$ cat src/rtl/pipeline_pkg.sv
`default_nettype none
// ============================================================================
// Module   : pipeline_pkg
// Brief    : Shared constants and types for the instruction fetch stage.
// Revision : 1.0 - initial release
// ============================================================================
package pipeline_pkg;

    localparam logic [31:0] c_nop_instr = 32'h0000_0013;
    localparam logic [31:0] c_reset_pc  = 32'h0000_0000;

    typedef enum logic [1:0] {
        S_REQ  = 2'd0,
        S_WAIT = 2'd1,
        S_DROP = 2'd2
    } fetch_state_e;

    typedef struct packed {
        logic [31:0] pc;
        logic [31:0] instr;
    } fetch_entry_t;

endpackage
`default_nettype wire

$ cat src/rtl/fetch_buffer.sv
`default_nettype none
// ============================================================================
// Module   : fetch_buffer
// Brief    : Two-entry FIFO of {pc, instr} between fetch and decode.
// Revision : 1.0 - initial release
// ============================================================================
module fetch_buffer
    import pipeline_pkg::*;
(
    input  logic         clk_i,
    input  logic         rst_ni,
    input  logic         clear_i,
    input  logic         push_i,
    input  fetch_entry_t push_data_i,
    input  logic         pop_i,
    output fetch_entry_t head_o,
    output logic [1:0]   count_o
);

    fetch_entry_t r_mem [2];
    logic         r_rd_ptr;
    logic         r_wr_ptr;
    logic [1:0]   r_count;
    logic         w_do_push;
    logic         w_do_pop;

    // A full buffer only accepts a push when the head leaves in the same cycle
    assign w_do_pop  = pop_i & (r_count != 2'd0);
    assign w_do_push = push_i & ((r_count != 2'd2) | w_do_pop);

    always_ff @(posedge clk_i or negedge rst_ni) begin
        if (!rst_ni) begin
            r_mem[0] <= '0;
            r_mem[1] <= '0;
            r_rd_ptr <= 1'b0;
            r_wr_ptr <= 1'b0;
            r_count  <= 2'd0;
        end else if (clear_i) begin
            r_rd_ptr <= 1'b0;
            r_wr_ptr <= 1'b0;
            r_count  <= 2'd0;
        end else begin
            if (w_do_push) begin
                r_mem[r_wr_ptr] <= push_data_i;
                r_wr_ptr        <= ~r_wr_ptr;
            end
            if (w_do_pop) begin
                r_rd_ptr <= ~r_rd_ptr;
            end
            case ({w_do_push, w_do_pop})
                2'b10:   r_count <= r_count + 2'd1;
                2'b01:   r_count <= r_count - 2'd1;
                default: r_count <= r_count;
            endcase
        end
    end

    assign head_o  = r_mem[r_rd_ptr];
    assign count_o = r_count;

endmodule
`default_nettype wire

$ cat src/rtl/pipeline_fetch.sv
`default_nettype none
// ============================================================================
// Module   : pipeline_fetch
// Brief    : Instruction fetch stage with one outstanding request and redirect.
// Revision : 1.0 - initial release
// ============================================================================
module pipeline_fetch
    import pipeline_pkg::*;
#(
    parameter logic [31:0] RESET_PC = c_reset_pc
) (
    input  logic        clk_i,
    input  logic        rst_ni,
    input  logic        redirect_i,
    input  logic [31:0] redirect_pc_i,
    input  logic        stall_i,
    output logic        imem_req_o,
    output logic [31:0] imem_addr_o,
    input  logic        imem_gnt_i,
    input  logic        imem_rvalid_i,
    input  logic [31:0] imem_rdata_i,
    output logic [31:0] instruction_o,
    output logic [31:0] pcsrc_o,
    output logic        valid_o
);

    localparam logic [31:0] c_align_mask = 32'hFFFF_FFFC;

    fetch_state_e r_state;
    fetch_state_e w_state_next;
    logic [31:0]  r_fetch_pc;
    logic [31:0]  r_granted_pc;
    logic         r_req;

    logic         w_grant;
    logic         w_push;
    logic         w_pop;
    logic         w_valid;
    logic [1:0]   w_count;
    logic [1:0]   w_count_next;
    fetch_entry_t w_head;
    fetch_entry_t w_push_data;

    assign w_grant     = r_req & imem_gnt_i;
    assign w_valid     = (w_count != 2'd0);
    assign w_push      = (r_state == S_WAIT) & imem_rvalid_i & ~redirect_i;
    assign w_pop       = w_valid & ~stall_i & ~redirect_i;
    assign w_push_data = {r_granted_pc, imem_rdata_i};

    fetch_buffer u_fetch_buffer (
        .clk_i       (clk_i),
        .rst_ni      (rst_ni),
        .clear_i     (redirect_i),
        .push_i      (w_push),
        .push_data_i (w_push_data),
        .pop_i       (w_pop),
        .head_o      (w_head),
        .count_o     (w_count)
    );

    // Occupancy after this edge, so the request line can be registered
    always_comb begin
        w_count_next = w_count;
        if (redirect_i) begin
            w_count_next = 2'd0;
        end else begin
            case ({w_push, w_pop})
                2'b10:   w_count_next = w_count + 2'd1;
                2'b01:   w_count_next = w_count - 2'd1;
                default: w_count_next = w_count;
            endcase
        end
    end

    always_comb begin
        w_state_next = r_state;
        case (r_state)
            S_REQ: begin
                if (w_grant) begin
                    w_state_next = redirect_i ? S_DROP : S_WAIT;
                end
            end
            S_WAIT: begin
                if (imem_rvalid_i) begin
                    w_state_next = S_REQ;
                end else if (redirect_i) begin
                    w_state_next = S_DROP;
                end
            end
            S_DROP: begin
                if (imem_rvalid_i) begin
                    w_state_next = S_REQ;
                end
            end
            default: w_state_next = S_REQ;
        endcase
    end

    always_ff @(posedge clk_i or negedge rst_ni) begin
        if (!rst_ni) begin
            r_state      <= S_REQ;
            r_fetch_pc   <= RESET_PC & c_align_mask;
            r_granted_pc <= '0;
            r_req        <= 1'b0;
        end else begin
            r_state <= w_state_next;
            r_req   <= (w_state_next == S_REQ) && (w_count_next != 2'd2);
            if (redirect_i) begin
                r_fetch_pc <= redirect_pc_i & c_align_mask;
            end else if (w_grant) begin
                r_fetch_pc <= r_fetch_pc + 32'd4;
            end
            if (w_grant) begin
                r_granted_pc <= r_fetch_pc;
            end
        end
    end

    assign imem_req_o    = r_req;
    assign imem_addr_o   = r_fetch_pc;
    assign valid_o       = w_valid;
    assign instruction_o = w_valid ? w_head.instr : c_nop_instr;
    assign pcsrc_o       = w_valid ? w_head.pc : 32'h0000_0000;

endmodule
`default_nettype wire

$ cat config.mk
export PLATFORM = sky130hd
export DESIGN_NAME = pipeline_fetch
export DESIGN_NICKNAME = d
export VERILOG_FILES = /design/src/rtl/pipeline_pkg.sv /design/src/rtl/fetch_buffer.sv /design/src/rtl/pipeline_fetch.sv
export SDC_FILE = /design/constraint.sdc
export NUM_CORES = 1
export LEC_CHECK = 0
export ABC_AREA = 1
export CAP_MARGIN = 40
export CORE_MARGIN = 1
export CORE_UTILIZATION = 48
export DETAILED_ROUTE_END_ITERATION = 6
export GPL_ROUTABILITY_DRIVEN = 0
export PLACE_DENSITY = 0.77
export SYNTH_ARGS = -nofsm -noshare
export SYNTH_HDL_FRONTEND = slang
export SYNTH_SLANG_ARGS = --single-unit
$ cat constraint.sdc
create_clock -name clk_i -period 1.7 [get_ports clk_i]
set_clock_uncertainty 0.15 [all_clocks]
set_input_delay 0.255 -clock clk_i [delete_from_list [all_inputs] [get_ports clk_i]]
set_output_delay 0.255 -clock clk_i [all_outputs]
set_load 0.03 [all_outputs]
==> results_dict.tcl, run 1 <==
set metrics [dict create \
    status "complete, but fails checks" \
    post_drt_wl_per_cell_um 22.4 \
    powerDensity_nw_per_um2 1360 \
    clkLatencyLatePin_ns 0.44 \
    async_flop_share_pct 100 \
    hpwl_um 16200 \
    final_cell_mix "256 x nand2_1, 183 x dfrtp_1, 122 x inv_1" \
    grt_pass1_vias 9522 \
    clockRootBuffer "clkbuf_16" \
    die_h_um 140 \
    synth_largest_area_cell "dfrtp_1" \
    antenna_found_initial 0 \
    maxCapViolCount 0 \
    layout-drive-gt1-share_pct 40.6 \
    clockBufferDepth 2 \
    crit_fanout 7 \
    critPathLaunch "u_fetch_buffer.count_o[1]$_DFFE_PN0P_" \
    post-route-min-period_ns 2.40 \
    period_share_pct 141 \
    required_ns 1.85 \
    cp-start-kind "register" \
    synth_ff_type "dfrtp_1" \
    globalRouteOverflowTotal 0 \
    end_kind "register" \
    grt_pass1_wl_um 49300 \
    avgSynthCellArea_um2 7.73 \
    synth-edff-count 0 \
    clock-sinks 191 \
    dr.pass1.iters 6 \
    grt_max_degree 49 \
    fmax_mhz 417 \
    yosys_register_bits 191 \
    grt_usage_pct 32.5 \
    setup_viol 192 \
    ant_nets 0 \
    ys_seq_area_share_pct 52.1 \
    failed_checks "negative setup slack" \
    drtIter0Drc 965 \
    io_pins 168 \
    synth_top_area_share_pct 52.1 \
    fin_setup_tns_ns -106.20 \
    worst_slack_ns -0.696 \
    cts_tree "done" \
    drc_errors 0 \
    antenna_cells 0 \
    synthCells 1187 \
    fillers 925 \
    hold_class "in2async" \
    area.growth.synth_to_final_pct 65.4 \
    io_buffers 161 \
    initial_core_util_pct 49.1 \
    final_nets 1524 \
    die_area_um2 19700 \
    cp.arrival_ns 2.55 \
    wirelength_um 38000 \
    yosysUniqueCellTypes 27 \
    syn_area_um2 9180 \
    critPathKind "reg2reg" \
    ys_warn_count 0 \
    final_common_cell "nand2_1" \
    viasPerCell 5.94 \
    cts.clk_slew.worst_paths_ns 0.08 \
    slew_violations 0 \
    cts-htree-levels 4 \
    core_area_um2 18700 \
    num_rows 50 \
    yosys-top-cells-area "dfrtp_1 52%, nand2_1 17%, o21ai_0 7.1%" \
    num_vias 10100 \
    rr_startpoint "u_fetch_buffer.count_o[1]$_DFFE_PN0P_" \
    cellLeakagePower_nw 7.19 \
    cts_buffers 17 \
    die_w_um 140 \
    hold_violations 0 \
    rsz0062_at_grt "yes" \
    timing.hold.ws_ns 0.161 \
    max-vdd-ir-drop_uv 782 \
]
==> critical path, cell delays in order (launching register included) <==
cell       delay (ns)
dfrtp_1          0.40
inv_2            0.06
ha_4             0.18
inv_8            0.11
buf_12           0.12
buf_6            0.09
nand2_4          0.05
nand2_4          0.08
nand2_4          0.07
buf_12           0.13
nor2_4           0.17
buf_12           0.18
clkinv_16        0.09
buf_16           0.16
nand2_2          0.08
nand2_2          0.11
==> area by class of cell <==
type                    count  area (um2)  area share (%)
clock buffers              17         425            2.80
clock inverters            15         171            1.13
inverters                 129         520            3.43
multi-input cells         806        5000            32.9
flip-flops and latches    191        4790            31.6
well taps                 234         293            1.93
repair buffers            303        3960            26.1
repair inverters            1        16.3           0.107
==> routing by layer <==
| layer | track usage (%) | up-vias | part of all wire [%] |
|---|---|---|---|
| met1 | 40.2 | 4792 | 36 |
| met3 | 5.64 | 232 | 9.2 |
| met5 | 0 | - | 0 |
| li1 | - | 4285 | - |
| met2 | 54.3 | 770 | 48 |
| met4 | 17.9 | 0 | 7.2 |
==> power breakdown <==
group / internal, mW / total (mW) / switching, mW
logic: 3.99 / 9.16 / 5.17
registers: 5.75 / 7.32 / 1.57
clock network: 2.10 / 4.18 / 2.08
==> kinds of logic after synthesis <==
group	count (synthesis)	synth area share (%)
DFF	191	52.1
buffers and inverters	193	9.37
xor gates and xnor gates	5	0.477
AOI/OAI and AO/OA	264	14.6
other	1	0.0409
adders and majority gates	5	0.682
and+or+nand+nor	528	22.7
==> stage by stage <==
stage,total power [mW],cells,util (%),worst slack (ns),cell area (um2)
2_1_floorplan,10.4,1190,-,-0.105,9450
3_3_place_gp,13.3,1588,62.8,-0.270,11700
3_5_place_dp,13.4,1588,62.8,-0.342,11700
4_1_cts,18.4,1679,74.9,-0.526,14000
5_1_grt,21.3,1696,81.2,-0.744,15200
6_report,20.7,1696,81.2,-0.696,15200
==> Yosys cell counts, types with 8 or more instances <==
cell	count
a21oi_1	67
buf_2	12
buf_4	8
buf_6	12
clkbuf_1	32
dfrtp_1	191
inv_1	127
nand2_1	425
nand3_1	43
nor2_1	49
o21ai_0	130
o21ai_1	59
==> flip-flops by register name (all words and copies together) (netlist names) <==
signal and count:
r_granted_pc 30, u_fetch_buffer.r_mem 124, imem_addr_o 30, r_state 2, u_fetch_buffer.count_o 2, u_fetch_buffer.r_wr_ptr 1, imem_req_o 1, u_fetch_buffer.r_rd_ptr 1
==> repair_timing <==
item / in CTS / in global routing
gates resized for setup: 287 / 308
hold buffers: 1 / 0
endpoints found under the hold margin: 173 / 0
pin swaps: 8 / 27
cloned: 28 / 7
setup endpoints to repair: 231 / 228
buffers inserted: 31 / 13
==> path summary, 6_finish.rpt <==
kind | cells past startpoint | slack, ns | to
worst max register to register | 15 | -0.70 | u_fetch_buffer.r_mem[127]$_DFFE_PN0P_
worst min register to register | 2 | 0.35 | u_fetch_buffer.r_mem[90]$_DFFE_PN0P_
max in group asynchronous | 3 | 0.61 | u_fetch_buffer.r_mem[60]$_DFFE_PN0P_
worst min-delay path | 2 | 0.16 | u_fetch_buffer.r_mem[11]$_DFFE_PN0P_
min in group clk_i | 3 | 0.23 | imem_addr_o[18]$_DFFE_PN0N_
worst max-delay path | 15 | -0.70 | u_fetch_buffer.r_mem[127]$_DFFE_PN0P_
No activity file was read; power rests on OpenSTA's default activity.
==> run 2: changes to the inputs <==
Settings changed: ABC_AREA 1 to 0, CORE_UTILIZATION 48 to 47, PLACE_DENSITY 0.77 to 0.76.
==> results_dict.tcl, run 2 <==
set metrics [dict create \
    synthCells 736 \
    area.growth.synth_to_final_pct 61.2 \
    post_drt_wl_per_cell_um 22.9 \
    failed_checks "negative setup slack" \
    layout-drive-gt1-share_pct 56.5 \
    timing.hold.ws_ns 0.207 \
    synth_ff_type "dfrtp_1" \
    hold_class "in2async" \
    syn_area_um2 8890 \
    yosys_register_bits 191 \
    yosys-top-cells-area "dfrtp_1 54%, mux2_2 17%, mux2i_1 7.3%" \
    drtIter0Drc 332 \
    io_buffers 161 \
    dr.pass1.iters 4 \
    slew_violations 0 \
    io_pins 168 \
    fillers 973 \
    place_inst 1182 \
    period_share_pct 135 \
    cts.clk_slew.worst_paths_ns 0.07 \
    ys_warn_count 0 \
    worst_slack_ns -0.603 \
    final_cells 1258 \
    cts_tree "done" \
    final_cell_mix "161 x dfrtp_1, 94 x mux2_2, 94 x buf_4" \
    yosys-top-cells-count "191 x dfrtp_1, 134 x mux2_2, 76 x nor2_1, 65 x mux2i_1, 37 x nand2_1" \
    ys_seq_area_share_pct 53.8 \
    status "complete, but fails checks" \
    clockRootBuffer "clkbuf_16" \
    initial_core_util_pct 48.6 \
    r2r_cells 8 \
    async_flop_share_pct 100 \
    num_vias 7255 \
    finalInstanceArea_um2 14300 \
    required_ns 1.87 \
    yosysUniqueCellTypes 49 \
    end_kind "register" \
    hold_violations 0 \
    cts_buffers 17 \
    fmax_mhz 434 \
    dp_slack_ns -0.742 \
    clkLatencyLatePin_ns 0.43 \
    cellLeakagePower_nw 6.35 \
    antenna_cells 0 \
    largest-register "u_fetch_buffer.r_mem" \
    setup_viol 210 \
    cts-htree-levels 4 \
    power.total_mw 21.9 \
    maxCapViolCount 0 \
    grt_pass1_vias 7460 \
    clock-sinks 191 \
    grt_pass1_wl_um 40600 \
    grt_usage_pct 27.2 \
    detailed_place.area_um2 11700 \
    p_sw_mw 8.13 \
    viasPerCell 5.77 \
    internal-power_mw 13.8 \
    critPathKind "reg2reg" \
    seq_area_um2 4820 \
    synth_top_area_share_pct 53.8 \
    p_comb_share_pct 48.5 \
    core_area_um2 18300 \
    final_nets 1091 \
    powerDensity_nw_per_um2 1530 \
    globalRouteOverflowTotal 0 \
    wirelength_um 28800 \
    cp.arrival_ns 2.47 \
    max-vdd-ir-drop_uv 1030 \
    p_seq_share_pct 32.4 \
    die_h_um 140 \
    cp-start-kind "register" \
    grt_max_degree 53 \
    final_common_cell "dfrtp_1" \
    antenna_found_initial 0 \
    drc_errors 0 \
    yosysMostFrequentCell "dfrtp_1" \
    multi_input_comb_area_um2 5000 \
    avgSynthCellArea_um2 12.1 \
    rr_startpoint "u_fetch_buffer.count_o[0]$_DFFE_PN0P_" \
    post-route-min-period_ns 2.30 \
    clockBufferDepth 2 \
    synth_largest_area_cell "dfrtp_1" \
    hpwl_um 15200 \
    fin_util_pct 78.4 \
    fin_setup_tns_ns -99.53 \
    num_rows 49 \
    r2r-end "u_fetch_buffer.r_mem[70]$_DFFE_PN0P_" \
    reg2reg_setup_slack_ns -0.60 \
    largest_reg_flops 124 \
    ant_nets 0 \
    power_frac_clock_pct 19.1 \
    rsz0062_at_grt "yes" \
    die_w_um 140 \
    die_area_um2 19500 \
    synth-edff-count 0 \
    switching_share_pct 37.1 \
    crit_fanout 6 \
]
[run 2: metal layers]
layer | share of wire, % | GRT usage, % | vias to the layer above
li1 | - | - | 3203
met1 | 41 | 36.1 | 3709
met2 | 51 | 45.0 | 288
met3 | 5.5 | 4.68 | 55
met4 | 2.6 | 9.71 | 0
met5 | 0 | 0 | -
[run 2: worst max path at each step]
stage,startpoint,endpoint,slack (ns),depth (start not counted)
6_report,u_fetch_buffer.count_o[0]$_DFFE_PN0P_,u_fetch_buffer.r_mem[70]$_DFFE_PN0P_,-0.60,8
5_1_grt,u_fetch_buffer.count_o[0]$_DFFE_PN0P_,u_fetch_buffer.r_mem[71]$_DFFE_PN0P_,-0.66,8
4_1_cts,u_fetch_buffer.count_o[0]$_DFFE_PN0P_,u_fetch_buffer.r_mem[92]$_DFFE_PN0P_,-0.52,8
3_3_place_gp,stall_i,u_fetch_buffer.r_mem[80]$_DFFE_PN0P_,-0.69,6
2_1_floorplan,u_fetch_buffer.count_o[1]$_DFFE_PN0P_,u_fetch_buffer.r_mem[70]$_DFFE_PN0P_,-0.58,9
3_5_place_dp,stall_i,u_fetch_buffer.r_mem[127]$_DFFE_PN0P_,-0.74,6
[run 2: logic make-up (layout without fill, tap and decap cells)]
family          after synthesis  after routing  synth area share, %
compound gates               64             64                 4.56
xor+xnor                     13             13                 1.28
fa+ha+maj                     5              5                0.704
buf+inv                      64            354                 3.38
flops                       191            191                 53.8
mux                         213            213                 26.1
other cells                   1              4               0.0422
simple gates                185            185                 10.2
[run 2: final cells by class]
class	count	share of cell area, %
clock inverters	13	1.15
clock buffers	19	3.09
well taps	229	2.00
repair buffers	309	24.8
multi-input cells	484	34.9
flip-flops and latches	191	33.7
inverters	13	0.384
[run 2: worst max-delay path, stage by stage (launching register included)]
cell,delay (ns)
dfrtp_1,0.37
inv_2,0.07
ha_4,0.18
or3_4,0.37
a21oi_4,0.15
nor2b_4,0.23
buf_4,0.18
clkbuf_16,0.15
mux2_2,0.32
[run 2: power by group through the flow]
stage                     registers (mW)  logic, mW  clock network (mW)
final                               7.10       10.6                4.18
after global routing                7.21       11.1                4.37
after CTS                           6.86       9.81                4.15
after detailed placement            6.78       6.93                   0
after global placement              6.72       6.78                   0
after floorplan                     6.69       4.36                   0
[run 2: what timing repair did]
action | CTS | global route
buffers inserted | 16 | 12
hold buffers | 1 | 0
hold endpoints to repair | 45 | 0
resized for setup | 229 | 148
gates cloned | 16 | 5
endpoints found under the setup margin | 241 | 242
pin swaps | 20 | 45
==> run 3: changes to the inputs <==
Settings changed: GPL_ROUTABILITY_DRIVEN 0 to not set.
==> results of run 3 <==
The final DEF is identical to that of run 2; final timing and power are the same.
